--- src/rtl/hazard_scoreboard.sv ---
// hazard_scoreboard: D-stage hazard unit for a scalar in-order MIPS pipeline.
// Tracks every in-flight GRF write for STAGES stages past D and derives the
// D-stage stall and the per-operand forwarding stage selects. It also owns
// the mult/div busy timer and a saturating count of stalled cycles.
//
// Ports:
//   clk, reset             clock, synchronous active-high reset
//   flush                  exception/eret flush (kills E/M entries, blocks issue)
//   D_valid .. D_md_is_div  decoded attributes of the instruction held in D
//   stall                  freeze PC/F/D and inject a bubble into E
//   fwd_rs_sel/fwd_rt_sel  stage index of youngest producer, 0 = read GRF
//   md_busy                mult/div timer non-zero
//   stall_cnt              saturating count of stalled cycles
module hazard_scoreboard #(
    parameter int unsigned REG_AW      = 5,
    parameter int unsigned STAGES      = 3,
    parameter int unsigned TNEW_W      = 2,
    parameter int unsigned MULT_CYCLES = 5,
    parameter int unsigned DIV_CYCLES  = 10,
    parameter int unsigned CNT_W       = 32
) (
    input  logic              clk,
    input  logic              reset,
    input  logic              flush,
    input  logic              D_valid,
    input  logic [REG_AW-1:0] D_A1,
    input  logic [REG_AW-1:0] D_A2,
    input  logic [TNEW_W-1:0] D_rs_Tuse,
    input  logic [TNEW_W-1:0] D_rt_Tuse,
    input  logic              D_RegWrite,
    input  logic [REG_AW-1:0] D_A3,
    input  logic [TNEW_W-1:0] D_Tnew,
    input  logic              D_epc_write,
    input  logic              D_eret,
    input  logic              D_md_use,
    input  logic              D_md_start,
    input  logic              D_md_is_div,
    output logic              stall,
    output logic [2:0]        fwd_rs_sel,
    output logic [2:0]        fwd_rt_sel,
    output logic              md_busy,
    output logic [CNT_W-1:0]  stall_cnt
);

    localparam int unsigned MD_MAX = (MULT_CYCLES > DIV_CYCLES) ? MULT_CYCLES : DIV_CYCLES;
    localparam int unsigned MD_W   = $clog2(MD_MAX + 1);

    // Record entries; index k is the stage k cycles past D.
    logic              v_q    [1:STAGES];
    logic [REG_AW-1:0] a3_q   [1:STAGES];
    logic [TNEW_W-1:0] tnew_q [1:STAGES];
    logic              epc_q  [1:STAGES];
    logic              v_d    [1:STAGES];
    logic [REG_AW-1:0] a3_d   [1:STAGES];
    logic [TNEW_W-1:0] tnew_d [1:STAGES];
    logic              epc_d  [1:STAGES];

    logic [MD_W-1:0]   md_q, md_d;
    logic [CNT_W-1:0]  cnt_q, cnt_d;

    logic              rs_hit, rt_hit;
    logic [TNEW_W-1:0] rs_tnew, rt_tnew;
    logic              data_rs, data_rt, md_stall, eret_stall, issue;

    // Youngest-match search: walk oldest to youngest so the smallest k wins.
    always_comb begin
        rs_hit     = 1'b0;
        rt_hit     = 1'b0;
        rs_tnew    = '0;
        rt_tnew    = '0;
        fwd_rs_sel = '0;
        fwd_rt_sel = '0;
        for (int k = STAGES; k >= 1; k--) begin
            if (v_q[k] && (a3_q[k] == D_A1) && (D_A1 != '0)) begin
                rs_hit     = 1'b1;
                rs_tnew    = tnew_q[k];
                fwd_rs_sel = 3'(k);
            end
            if (v_q[k] && (a3_q[k] == D_A2) && (D_A2 != '0)) begin
                rt_hit     = 1'b1;
                rt_tnew    = tnew_q[k];
                fwd_rt_sel = 3'(k);
            end
        end
    end

    always_comb begin
        md_busy    = (md_q != '0);
        data_rs    = rs_hit && (rs_tnew > D_rs_Tuse);
        data_rt    = rt_hit && (rt_tnew > D_rt_Tuse);
        md_stall   = D_md_use && md_busy;
        // mtc0 EPC still in E or M: eret would read a stale EPC.
        eret_stall = D_eret && (epc_q[1] || epc_q[2]);
        stall      = D_valid && !flush && (data_rs || data_rt || md_stall || eret_stall);
        issue      = D_valid && !stall && !flush;
        stall_cnt  = cnt_q;
    end

    always_comb begin
        v_d[1]    = issue && D_RegWrite && (D_A3 != '0);
        a3_d[1]   = D_A3;
        tnew_d[1] = D_Tnew;
        epc_d[1]  = issue && D_epc_write;
        for (int k = 2; k <= STAGES; k++) begin
            v_d[k]    = v_q[k-1];
            a3_d[k]   = a3_q[k-1];
            tnew_d[k] = (tnew_q[k-1] == '0) ? '0 : tnew_q[k-1] - TNEW_W'(1);
            epc_d[k]  = epc_q[k-1];
        end
        // E and M hold wrong-path work on a flush; W and beyond have committed.
        if (flush) begin
            v_d[1]   = 1'b0;
            epc_d[1] = 1'b0;
            v_d[2]   = 1'b0;
            epc_d[2] = 1'b0;
        end

        md_d = md_q;
        if (issue && D_md_start) begin
            md_d = D_md_is_div ? MD_W'(DIV_CYCLES) : MD_W'(MULT_CYCLES);
        end else if (md_q != '0) begin
            md_d = md_q - MD_W'(1);
        end

        cnt_d = cnt_q;
        if (stall && (cnt_q != '1)) begin
            cnt_d = cnt_q + CNT_W'(1);
        end
    end

    always_ff @(posedge clk) begin
        if (reset) begin
            for (int k = 1; k <= STAGES; k++) begin
                v_q[k]    <= 1'b0;
                a3_q[k]   <= '0;
                tnew_q[k] <= '0;
                epc_q[k]  <= 1'b0;
            end
            md_q  <= '0;
            cnt_q <= '0;
        end else begin
            for (int k = 1; k <= STAGES; k++) begin
                v_q[k]    <= v_d[k];
                a3_q[k]   <= a3_d[k];
                tnew_q[k] <= tnew_d[k];
                epc_q[k]  <= epc_d[k];
            end
            md_q  <= md_d;
            cnt_q <= cnt_d;
        end
    end

endmodule

--- config.mk ---
export PLATFORM = sky130hd
export DESIGN_NAME = hazard_scoreboard
export DESIGN_NICKNAME = d
export VERILOG_FILES = /design/src/rtl/hazard_scoreboard.sv
export SDC_FILE = /design/constraint.sdc
export NUM_CORES = 1
export LEC_CHECK = 0
export CAP_MARGIN = 20
export CORE_MARGIN = 1.5
export CORE_UTILIZATION = 35
export CTS_BUF_LIST = sky130_fd_sc_hd__clkbuf_4 sky130_fd_sc_hd__clkbuf_8
export CTS_CLUSTER_DIAMETER = 100
export DETAILED_ROUTE_END_ITERATION = 16
export HOLD_SLACK_MARGIN = 0.06
export PLACE_DENSITY = 0.68
export SLEW_MARGIN = 15
export SYNTH_ARGS = -nofsm -noshare
export SYNTH_HDL_FRONTEND = slang
export SYNTH_SLANG_ARGS = --single-unit
--- constraint.sdc ---
create_clock -name clk -period 5.6 [get_ports clk]
set_input_delay 1.4 -clock clk [delete_from_list [all_inputs] [get_ports clk]]
set_output_delay 1.4 -clock clk [all_outputs]
set_load 0.01 [all_outputs]
======== Word-level counts from Yosys, hierarchy flattened ========
Memory sizes are Yosys's and may differ from the RTL's.
Cells that the tools add are included.
word-level totals
  bits in registers ....................... 36
  memories kept ........................... 4
  input port bits ......................... 31
  logic and storage cells ................. 109
  bits in writable memories ............... 27
  ROM bits ................................ 0
  bits in latches ......................... 0
  output and inout bits ................... 40
operators by class
  reduce and logical (&&, ||, !) cells .... 38
  magnitude comparators ................... 2
  bitwise logic cells ..................... 12
  multiply operators ...................... 0
  add/sub/neg operators ................... 4
  divide/modulo/power cells ............... 0
  shifts and indexed selects .............. 0
  multiplexer cells ....................... 40
  equality and inequality tests ........... 7
memory list
  memory  depth  width  read ports  clocked after memory_dff  write ports  line  text
  a3_q    3      5      3           0                         3            50    logic [REG_AW-1:0] a3_q [1:STAGES];
  tnew_q  3      2      3           0                         3            51    logic [TNEW_W-1:0] tnew_q [1:STAGES];
  epc_q   3      1      2           0                         3            52    logic epc_q [1:STAGES];
  v_q     3      1      3           0                         3            49    logic v_q [1:STAGES];
operator list
  operator                                           count
  adder 32 x 1 -> 32 bit (second input constant)     1
  inequality test 32 bit (second input constant)     1
  == test 5 bit                                      6
  two-way mux 2 bit                                  15
  logical AND 1 bit                                  25
  two-way mux 1 bit                                  15
  two-way mux 5 bit                                  3
  nonzero test 5 bit                                 3
  two-way mux 3 bit                                  4
  two-way mux 4 bit                                  3
  bitwise OR 1 bit                                   12
  > comparator 2 bit                                 2
  logical NOT 2 bit                                  2
  logical OR 1 bit                                   4
  nonzero test 4 bit                                 1
  subtractor 2 x 1 -> 2 bit (second input constant)  2
  subtractor 4 x 1 -> 4 bit (second input constant)  1
  logical NOT 1 bit                                  2
  nonzero test 2 bit                                 1

======== Logic depth before layout (Yosys ltp) ========
Gate-level depths: netlist of run 1.
An unclocked memory read counts as a cell.
  depth after elaboration ................. 20
  gate-level depth with buffers ........... 15

======== Least setup slack after synthesis of run 1 ========
Ideal clock, no wire load.
  path kind ............................... in2out
  start ................................... in D_A1[0]
  end ..................................... out stall
  stages .................................. 13
  setup slack ............................. 247 ps
  arrival ................................. 3,953 ps
  path buffers ............................ 2
  path through ............................ or4_1 nor2_2 nor4_1 nor2b_1 a221oi_1 a21oi_1 ha_1 a21o_1 o311a_4 o31ai_4 buf_6 buf_6 inv_1
on the way
  word-level cells in the longest chain between the ends .. 12
ends and longest elaborated chain
  element                             line  text
  start, declared                     26    input logic [REG_AW-1:0] D_A1,
  == test 5 bit                       74    if (v_q[k] && (a3_q[k] == D_A1) && (D_A1 != '0)) begin
  logical AND 1 bit (2 in series)     74
  two-way mux 2 bit (3 in series)     74
  > comparator 2 bit                  89    data_rs = rs_hit && (rs_tnew > D_rs_Tuse);
  logical AND 1 bit (*)               89
  logical OR 1 bit (*) (3 in series)  94    stall = D_valid && !flush && (data_rs || data_rt || md_stall || eret_stall);
  logical AND 1 bit (*)               94
  end, declared                       38    output logic stall,
Mark *: on every way between the ends. The rest lies on a longest branch, timed or not.

======== Worst setup path after layout of run 1 ========
  start ................................... in D_A2[3]
  end ..................................... out stall
on the way
  word-level cells in the longest chain between the ends .. 12
ends and longest elaborated chain
  element                             line  text
  start, declared                     27    input logic [REG_AW-1:0] D_A2,
  == test 5 bit                       79    if (v_q[k] && (a3_q[k] == D_A2) && (D_A2 != '0)) begin
  logical AND 1 bit (2 in series)     79
  two-way mux 2 bit (3 in series)     79
  > comparator 2 bit                  90    data_rt = rt_hit && (rt_tnew > D_rt_Tuse);
  logical AND 1 bit (*)               90
  logical OR 1 bit (*) (3 in series)  94
  logical AND 1 bit (*)               94
Marked as above.

==> results by group, run 1 <==
Timing
  – Max Clk Rate: between 0.15 and 0.2 GHz
  – Period utilisation layout: 96.9%
  – RSZ-0062 raised after global routing: no
  – # setup viols final: 0
  – Final worst slack: approximately 0.17 ns
  – Least-Margin Pin Slew: around 0.50 ns
  – Pins Over Slew Limit: 0
  – Hold WS: around 0.44 ns
  – Setup TNS: 0 ns
  – Crit path time final: 5.43 ns
  – Setup Skew: approximately 0.011 ns
  – Slew margin rel.: approximately 66%
  – Final Hold Vio Count: 0

Placed design
  – Cells after DPL: 581
  – Post-Place Cell Area: 0.00431 mm^2
  – PortBufs: 68
  – Gpl congestion: between 0.7 and 0.8
  – Post-DP HPWL: roughly 5900 um
  – Pre-CTS setup slack: -0.365 ns

Cells and area
  – Share of cells above drive strength 1: between 10% and 20%
  – Area growth syn-to-layout: 37.9%
  – Filler cell count: around 860
  – Post-layout util: roughly 50%
  – Post-route cell area: between 0.004 and 0.005 mm^2
  – Post-Layout Cell Count: 600
  – Area of the multi-input gates: between 0.002 and 0.0025 mm^2
  – Register area: between 0.001 and 0.0015 mm^2
  – Diode count: 0
  – Nets: 506

Job
  – Max_cap viols: 0

Worst setup path
  – Req. time, crit path: 4.20 ns
  – Worst Reg-to-Reg Cells: 14
  – CP arrival: approximately 4 ns
  – Launch point of the worst path: D_A2[3]
  – Crit start category: primary input
  – WS Path Type: in -> out
  – CP Max Fanout: 3
  – RR Startpoint: a3_q[0][12]
  – R2r endpoint: stall_cnt[8]
  – Register-to-register setup slack: 2.12 ns
  – Critical Path End Type: primary output

Synthesis
  – Synth Area per Inst: ~9 um^2
  – Synth warnings: 0
  – Cell taking the most area after synthesis: dfxtp_1
  – EDFF count, synth: 0
  – Sequential area share after synthesis: between 30% and 40%
  – Syn Inst Count: between 300 and 400
  – Synth top area share: around 37%
  – Largest cells by area after synthesis: dfxtp_1 37%, nor2b_1 6.1%, xnor2_1 4.9%
  – Library cells used by synthesis: 48
  – Synth Cell Area: approximately 0.0034 mm^2
  – Synth async-reset ratio: 0%
  – FF+latch count, synth: 62
  – Post-synth top flop: dfxtp_1

Clock tree
  – Root Driver: clkbuf_8
  – Clock Path Buffers: 2
  – Hold_buf cts: 0
  – TritonCTS clock tree: yes
  – Clk_lat worst skew: approximately 0.34 ns
  – Sink Count: 62
  – CTS buffer count: 9
  – Clk slew on worst S/H paths: ~0.070 ns
  – H-tree Lvls: 3

Global route
  – Vias in the first global route: around 2900
  – Initial antenna violation count: 0
  – Global Route Usage Sum: 16.9%
  – First-pass GRT wire length: roughly 14000 um
  – Global route overflow: 0
  – Largest net degree at the start of global routing: 46

Worst hold path
  – Hold Path Stages: 1
  – Worst Hold Class: reg -> reg
  – Hold_sp: tnew_q[0][2]
  – Hold Path End: tnew_q[0][4]

Routing
  – Avg WL per Cell: around 14 um
  – DR iter-0 viols: slightly above 100
  – Post-DR vias/cell: approximately 5
  – DRT Wirelength: 8440 um
  – Final ANT Viol Nets: 0
  – DRC: 0
  – Vias: 3034
  – 1st-pass router iterations: 5

Power and ir drop
  – Switching share of power: between 30% and 40%
  – Sw Pwr: between 0.3 and 0.4 mW
  – Peak supply drop: approximately 130 uV
  – Internal Power: 0.750 mW
  – Clock power share: roughly 33%
  – Reg power frac: 44.8%
  – Pwr Total: 1.07 mW
  – Pwr Density: 229 mW/mm^2
  – Lkg Pwr: approximately 1.7 nW
  – Power share of the combinational group: a little over a fifth

Outcome
  – Status: complete, no violations

Floorplan
  – Core Box Area: ~0.0093 mm^2
  – Die extent in x: 101 um
  – Rows: 35
  – I/O pin count: about 70
  – Chip height: ~100 um
  – Initial Util: between 30% and 40%
  – Die area: around 0.010 mm^2
[synthesized netlist by cell type (2+ instances only)]
library cell / instances
a21o_1: 5
a21oi_1: 19
a221oi_1: 4
a31o_2: 3
and2_1: 2
and3_1: 4
and4_1: 7
buf_4: 2
buf_6: 3
clkbuf_1: 13
dfxtp_1: 62
ha_1: 9
inv_1: 14
mux2_1: 6
mux2_2: 8
nand2_1: 24
nand3_1: 7
nand4_1: 13
nor2_1: 23
nor2_2: 2
nor2b_1: 33
nor3_1: 11
nor3b_1: 4
nor4_1: 10
nor4_2: 2
nor4b_1: 3
o21ai_0: 3
o21ba_2: 4
o311a_1: 2
o31a_1: 3
o31ai_1: 10
or2_2: 2
or3_1: 6
or4_1: 12
xnor2_1: 19
xor2_1: 13
[state kept, by name, indices dropped and copies added (netlist names)]
register,flops
stall_cnt,32
v_q,3
a3_q,15
epc_q,2
tnew_q,6
md_q,4
[worst max-delay path, stage by stage]
cell and delay (ns):
dlygate4sd2_1 0.25, or4_4 0.55, nor2_4 0.18, nor4_4 0.06
buf_4 0.15, a221oi_2 0.25, a21oi_1 0.07, ha_1 0.33
a21o_1 0.18, o311a_4 0.14, o31ai_4 0.23, inv_1 0.07
buf_2 0.14
[logic make-up (layout without fill, tap and decap cells)]
| kind of cell | count (synthesis) | after routing | share of synthesized area [%] |
|---|---|---|---|
| and+or+nand+nor | 169 | 169 | 29.4 |
| DFF | 62 | 62 | 36.6 |
| AOI/OAI and AO/OA | 58 | 58 | 12.8 |
| buffers and inverters | 33 | 124 | 4.58 |
| xor gates and xnor gates | 32 | 32 | 8.27 |
| muxes | 15 | 15 | 4.94 |
| adders and majority gates | 9 | 9 | 3.32 |
| other | 1 | 2 | 0.111 |
[layer usage]
layer	global-route usage, %	wire, um	share of wire [%]	vias to the layer above
li1	-	-	-	1537
met4	4.91	55	0.65	0
met3	4.62	399	4.7	6
met2	28.4	4100	49	77
met5	0	0	0	-
met1	21.3	3880	46	1414
[cell type report]
cell class / count / area share, %
clock inverter: 6 / 1.02
timing repair buffer: 94 / 19.1
tap: 129 / 3.45
clock buffer: 10 / 2.94
sequential: 62 / 26.6
multi-input combinational: 285 / 45.9
inverter: 14 / 1.12
[power by group through the flow]
stage                     clock [mW]  sequential [mW]  combinational, mW
after CTS                      0.374            0.480              0.231
final                          0.358            0.481              0.234
after global placement             0            0.490              0.221
after detailed placement           0            0.491              0.228
after floorplan                    0            0.487              0.159
after global routing           0.391            0.484              0.259
[worst max-delay path by stage]
stage                     slack [ns]  endpoint
after floorplan                 0.25     stall
after global placement         -0.33     stall
after detailed placement       -0.37     stall
after CTS                      0.008     stall
after global routing            0.04     stall
final                           0.17     stall
[placed cells by master, fill, tap and decap left out, types with 7 or more instances in the layout]
master	n
dfxtp_1	62
clkdlybuf4s50_1	58
nor2b_1	31
nand2_1	24
nor2_1	23
a21oi_1	19
buf_4	19
xnor2_1	17
inv_1	14
xor2_1	13
nand4_1	13
nor3_1	10
o31ai_1	10
or4_1	10
clkbuf_8	10
ha_1	9
mux2_2	8
and4_1	7
nand3_1	7
[what timing repair did]
action / in CTS / in global routing
buffers inserted: 1 / 1
endpoints found under the setup margin: 1 / 1
resized for setup: 22 / 18
pin swaps: 8 / 8
No activity file was read; power rests on OpenSTA's default activity.
==> run 2, diff against run 1 <==
Clock period 5.6 ns to 5.4 ns, I/O delays scaled along.
==> results by group, run 2 (synthesis gave the netlist of run 1 again) <==
Power and ir drop
  – Sw Pwr: around 0.33 mW
  – Lkg Pwr: 1.72 nW
  – Peak supply drop: 134 uV
  – Reg power frac: between 40% and 50%
  – Power share of the combinational group: around 22%
  – Internal Power: between 0.7 and 0.8 mW
  – Switching share of power: a little under a third
  – Pwr Density: approximately 240 mW/mm^2
  – Pwr Total: between 1 and 1.5 mW
  – Clock power share: between 30% and 40%

Global route
  – First-pass GRT wire length: around 14000 um
  – Met2 track demand over resource: between 20% and 30%
  – Initial antenna violation count: 0
  – Largest net degree at the start of global routing: 46
  – Most Crowded Layer GR: met2
  – M1 GR Usage: a little over a fifth
  – Vias in the first global route: around 3000
  – Global Route Usage Sum: 16.9%
  – Grt met3 use: under 10%
  – Global route overflow: 0

Routing
  – 1st-pass router iterations: 4
  – DR iter-0 viols: around 110
  – DRC: 0
  – Avg WL per Cell: between 10 and 15 um
  – DRT Wirelength: 8400 um
  – Final ANT Viol Nets: 0
  – Post-DR vias/cell: between 5 and 6
  – Vias: approximately 3000

Clock tree
  – CTS buffer count: 9
  – H-tree Lvls: 3
  – Hold_buf cts: 0
  – Sink Count: between 60 and 70
  – Root Driver: clkbuf_8
  – Clock Path Buffers: 2
  – TritonCTS clock tree: yes
  – Clk slew on worst S/H paths: 0.07 ns
  – Clk_lat worst skew: 0.34 ns

Worst hold path
  – Hold_sp: tnew_q[0][2]
  – Worst Hold Class: reg -> reg
  – Hold Path End: tnew_q[0][4]
  – Hold Path Stages: 1

Timing
  – Slew margin rel.: roughly two thirds
  – Final worst slack: approximately 0.07 ns
  – Hold WS: around 0.44 ns
  – Final Hold Vio Count: 0
  – Least-Margin Pin Slew: just over 0.5 ns
  – Pins Over Slew Limit: 0
  – # setup viols final: 0
  – Crit path time final: roughly 5.3 ns
  – RSZ-0062 raised after global routing: no
  – Period utilisation layout: around 100%
  – Setup Skew: about 0.010 ns
  – Max Clk Rate: 0.188 GHz

Worst setup path
  – CP bufs+invs: 4
  – CP arrival: roughly 4 ns
  – Crit start category: primary input
  – WS Path Type: in -> out
  – Critical Path End Type: primary output
  – CP delay by family, top: compound AO/OA/AOI/OAI gates
  – Critical-path cell list: dlygate4sd2_1, or4_4, nor2_4, nor4_4, buf_4, a221oi_2, a21oi_1, ha_1, a21o_1, o311a_4, o31ai_4, inv_1, buf_2
  – Worst Reg-to-Reg Cells: 14
  – R2r endpoint: stall_cnt[8]
  – CP max-delay cell: or4_4
  – Req. time, crit path: slightly above 4 ns
  – Worst path max stage delay: roughly 0.55 ns
  – CP Depth: 13
  – Register-to-register setup slack: 2.00 ns
  – CP Max Fanout: 3
  – RR Startpoint: a3_q[0][12]

Floorplan
  – Initial Util: between 30 and 40%
  – Core Box Area: 0.00933 mm^2
  – Rows: 35
  – I/O pin count: 71
  – Die extent in x: between 100 and 150 um
  – Die area: a little over 0.01 mm^2
  – Chip height: roughly 100 um

Cells and area
  – Area growth syn-to-layout: 37.7%
  – Post-route cell area: about 0.0047 mm^2
  – Most common cell after layout, fill and taps aside: dfxtp_1
  – Number of flip-flops in the largest register: 32
  – Share of cells above drive strength 1: between 15 and 20%
  – Filler cell count: roughly 860
  – Post-layout util: roughly half
  – Diode count: 0
  – Most frequent cells in the layout: 62 x dfxtp_1, 56 x clkdlybuf4s50_1, 31 x nor2b_1
  – Nets: 506

Outcome
  – Status: complete, no violations

Placed design
  – Post-Place Cell Area: between 0.004 and 0.005 mm^2
  – PortBufs: 68
  – Gpl congestion: ~0.80
  – Post-DP HPWL: 5940 um
  – Pre-CTS setup slack: -0.465 ns

Job
  – Max_cap viols: 0
-- run 2: cell count changes in the layout (fill, tap and decap cells not counted), sizes merged --
cell           previous run  this run
clkdlybuf4s50            58        56
clkdlybuf4s15             0         2
dlygate4sd2               4         5
dlymetal6s2s              4         3
-- run 2: stage by stage --
step	setup TNS, ns	instances
CTS	0	599
global placement	-0.429	581
floorplan	0	380
finish	0	600
global route	0	600
detailed placement	-0.465	581
-- run 2: repair_timing --
| action | CTS | global route |
|---|---|---|
| buffers inserted | 2 | 0 |
| pin swaps | 10 | 12 |
| resized for setup | 30 | 13 |
| endpoints found under the setup margin | 1 | 1 |
-- run 2: cell type report --
type / instances / area [um^2] / share of cell area, %
Clock buffer: 10 / 138 / 2.95
Clock inverter: 6 / 47.5 / 1.02
Inverter: 14 / 52.6 / 1.13
Multi-Input combinational cell: 285 / 2150 / 46.0
Sequential cell: 62 / 1240 / 26.6
Tap cell: 129 / 161 / 3.46
Timing Repair Buffer: 94 / 880 / 18.8
-- run 2: worst max path at each step --
stage	start	end	slack, ns
after floorplan	D_A1[0]	stall	0.15
after global placement	D_A1[0]	stall	-0.43
after detailed placement	D_A1[0]	stall	-0.47
after CTS	D_A1[0]	stall	0.02
after global routing	D_A2[3]	stall	0.004
final	D_A2[3]	stall	0.07
-- run 2: metal layers --
metal / wire [um] / up-vias
met5: 0 / -
met4: 35 / 0
met3: 397 / 4
met2: 4080 / 70
met1: 3880 / 1419
li1: - / 1537
-- run 2: power by group through the flow --
| stage | clock network [mW] | registers [mW] | logic (mW) |
|---|---|---|---|
| finish | 0.372 | 0.499 | 0.241 |
| global route | 0.405 | 0.502 | 0.267 |
| floorplan | 0 | 0.505 | 0.165 |
| CTS | 0.387 | 0.498 | 0.241 |
| global placement | 0 | 0.508 | 0.229 |
| detailed placement | 0 | 0.509 | 0.237 |
==> run 3, diff against run 2 <==
Settings changed: CAP_MARGIN 20 to 40, CORE_MARGIN 1.5 to 2.
Clock period 5.4 ns to 5.95 ns, I/O delays scaled along.
==> results by group, run 3 (synthesis gave the netlist of run 1 again) <==
Worst setup path
  – CP delay by family, top: compound AO/OA/AOI/OAI gates
  – R2r endpoint: stall_cnt[5]
  – WS Path Type: in -> out
  – Worst Reg-to-Reg Cells: 13
  – Worst path max stage delay: 0.51 ns
  – Critical-path cell list: clkdlybuf4s50_1, or4_4, nor2_4, nor4_4, buf_4, a221oi_2, a21oi_1, ha_1, a21o_1, o311a_4, o31ai_4, inv_1, buf_2
  – Critical Path End Type: primary output
  – Req. time, crit path: 4.46 ns
  – Launch point of the worst path: D_A1[0]
  – CP bufs+invs: 4
  – CP Max Fanout: 3
  – CP Capture Point: stall
  – CP arrival: roughly 4.3 ns
  – Register-to-register setup slack: about 2.5 ns
  – Crit start category: primary input
  – CP Depth: 13
  – RR Startpoint: a3_q[0][18]
  – CP max-delay cell: or4_4

Power and ir drop
  – Lkg Pwr: around 1.7 nW
  – Pwr Density: around 220 mW/mm^2
  – Peak supply drop: 122 uV
  – Pwr Total: between 1 and 1.5 mW

Routing
  – DRC: 0
  – DR iter-0 viols: between 100 and 150
  – Vias: between 3000 and 4000
  – Post-DR vias/cell: around 5
  – Avg WL per Cell: 14.0 um
  – 1st-pass router iterations: 4
  – DRT Wirelength: roughly 8400 um
  – Final ANT Viol Nets: 0

Clock tree
  – CTS buffer count: 9
  – Clk slew on worst S/H paths: about 0.060 ns
  – Hold_buf cts: 0
  – H-tree Lvls: 3
  – Clk_lat worst skew: ~0.34 ns
  – Clock Path Buffers: 2
  – Sink Count: 62
  – Root Driver: clkbuf_8
  – TritonCTS clock tree: yes

Cells and area
  – Register area: approximately 0.0012 mm^2
  – Nets: about 500
  – Post-layout util: a little under 50%
  – Area of the multi-input gates: 0.00210 mm^2
  – Diode count: 0
  – Most common cell after layout, fill and taps aside: clkdlybuf4s50_1
  – Number of flip-flops in the largest register: 32
  – Most frequent cells in the layout: 63 x clkdlybuf4s50_1, 62 x dfxtp_1, 32 x nor2b_1
  – Area growth syn-to-layout: 36.4%
  – Share of cells above drive strength 1: between 10% and 20%
  – Filler cell count: 860

Outcome
  – Status: complete, no violations

Timing
  – Slew margin rel.: a little over half
  – Crit path time final: roughly 5.8 ns
  – RSZ-0062 raised after global routing: no
  – Period utilisation layout: between 90% and 100%
  – Least-Margin Pin Slew: around 0.72 ns
  – Pins Over Slew Limit: 0
  – Max Clk Rate: around 0.17 GHz
  – Hold WS: 0.426 ns
  – Final Hold Vio Count: 0
  – # setup viols final: 0
  – Setup Skew: 0.00817 ns
  – Final worst slack: between 0.15 and 0.2 ns

Floorplan
  – Core Box Area: 0.00933 mm^2
  – Die area: between 0.01 and 0.015 mm^2
  – Rows: 35
  – Initial Util: between 30% and 40%
  – Chip height: just over 100 um
  – Die extent in x: 102 um
  – I/O pin count: between 70 and 80

Global route
  – Global Route Usage Sum: 17.1%
  – Vias in the first global route: roughly 3000
  – First-pass GRT wire length: 13900 um
  – Global route overflow: 0
  – Largest net degree at the start of global routing: 74
  – Initial antenna violation count: 0

Worst hold path
  – Worst Hold Class: reg -> reg
  – Hold_sp: tnew_q[0][2]

Placed design
  – Gpl congestion: 0.823
  – Post-DP HPWL: approximately 6000 um
  – PortBufs: between 60 and 70
  – Pre-CTS setup slack: -0.274 ns

Job
  – Max_cap viols: 0
==> run 3: cell types whose count changed in the layout (fill, tap and decap cells not counted), sizes merged <==
cell | previous run | this run
dlygate4sd2 | 5 | 0
clkdlybuf4s50 | 56 | 63
clkdlybuf4s15 | 2 | 0
clkinvlp | 4 | 1
clkbuf | 11 | 13
buf | 27 | 29
==> run 3: worst min path at each step <==
stage / to / slack [ns] / depth (start not counted)
after floorplan: tnew_q[0][4] / 0.40 / 1
after global placement: tnew_q[0][4] / 0.42 / 1
after detailed placement: tnew_q[0][4] / 0.42 / 1
after CTS: tnew_q[0][4] / 0.42 / 1
after global routing: tnew_q[0][4] / 0.46 / 1
final: tnew_q[0][4] / 0.43 / 1
==> run 3: final cells by class <==
type                       count  share of cell area (%)
clock buffer                  13                    3.73
clock inverter                 3                   0.379
inverter                      14                    1.14
multi-input combinational    285                    45.3
sequential                    62                    26.8
tap                          129                    3.49
timing repair buffer          95                    19.1
==> run 3: timing repair <==
action                                  CTS  global route
gates resized for setup                   5            18
gates cloned                              0             0
pin swaps                                 1             8
setup buffers                             0             1
endpoints found under the setup margin    1             1
==> run 3: report_power, final <==
group          switching (mW)  internal (mW)  total (mW)
Clock                   0.159          0.188       0.348
Combinational           0.111          0.107       0.218
Sequential             0.0170          0.436       0.453
==> run 3: through the flow <==
stage | instances | area (um^2) | setup TNS, ns
CTS | 600 | 4530 | 0
detailed placement | 584 | 4330 | -0.274
floorplan | 380 | 3390 | 0
finish | 601 | 4620 | 0
global route | 601 | 4620 | 0
global placement | 583 | 4320 | -0.162
==> run 3: per-layer routing <==
| layer | global-route usage (%) | vias to the layer above | part of all wire [%] |
|---|---|---|---|
| met5 | 0 | - | 0 |
| met4 | 5.95 | 0 | 1.5 |
| met3 | 5.54 | 11 | 5.7 |
| met2 | 27.6 | 77 | 47 |
| met1 | 21.5 | 1413 | 46 |
| li1 | - | 1540 | - |
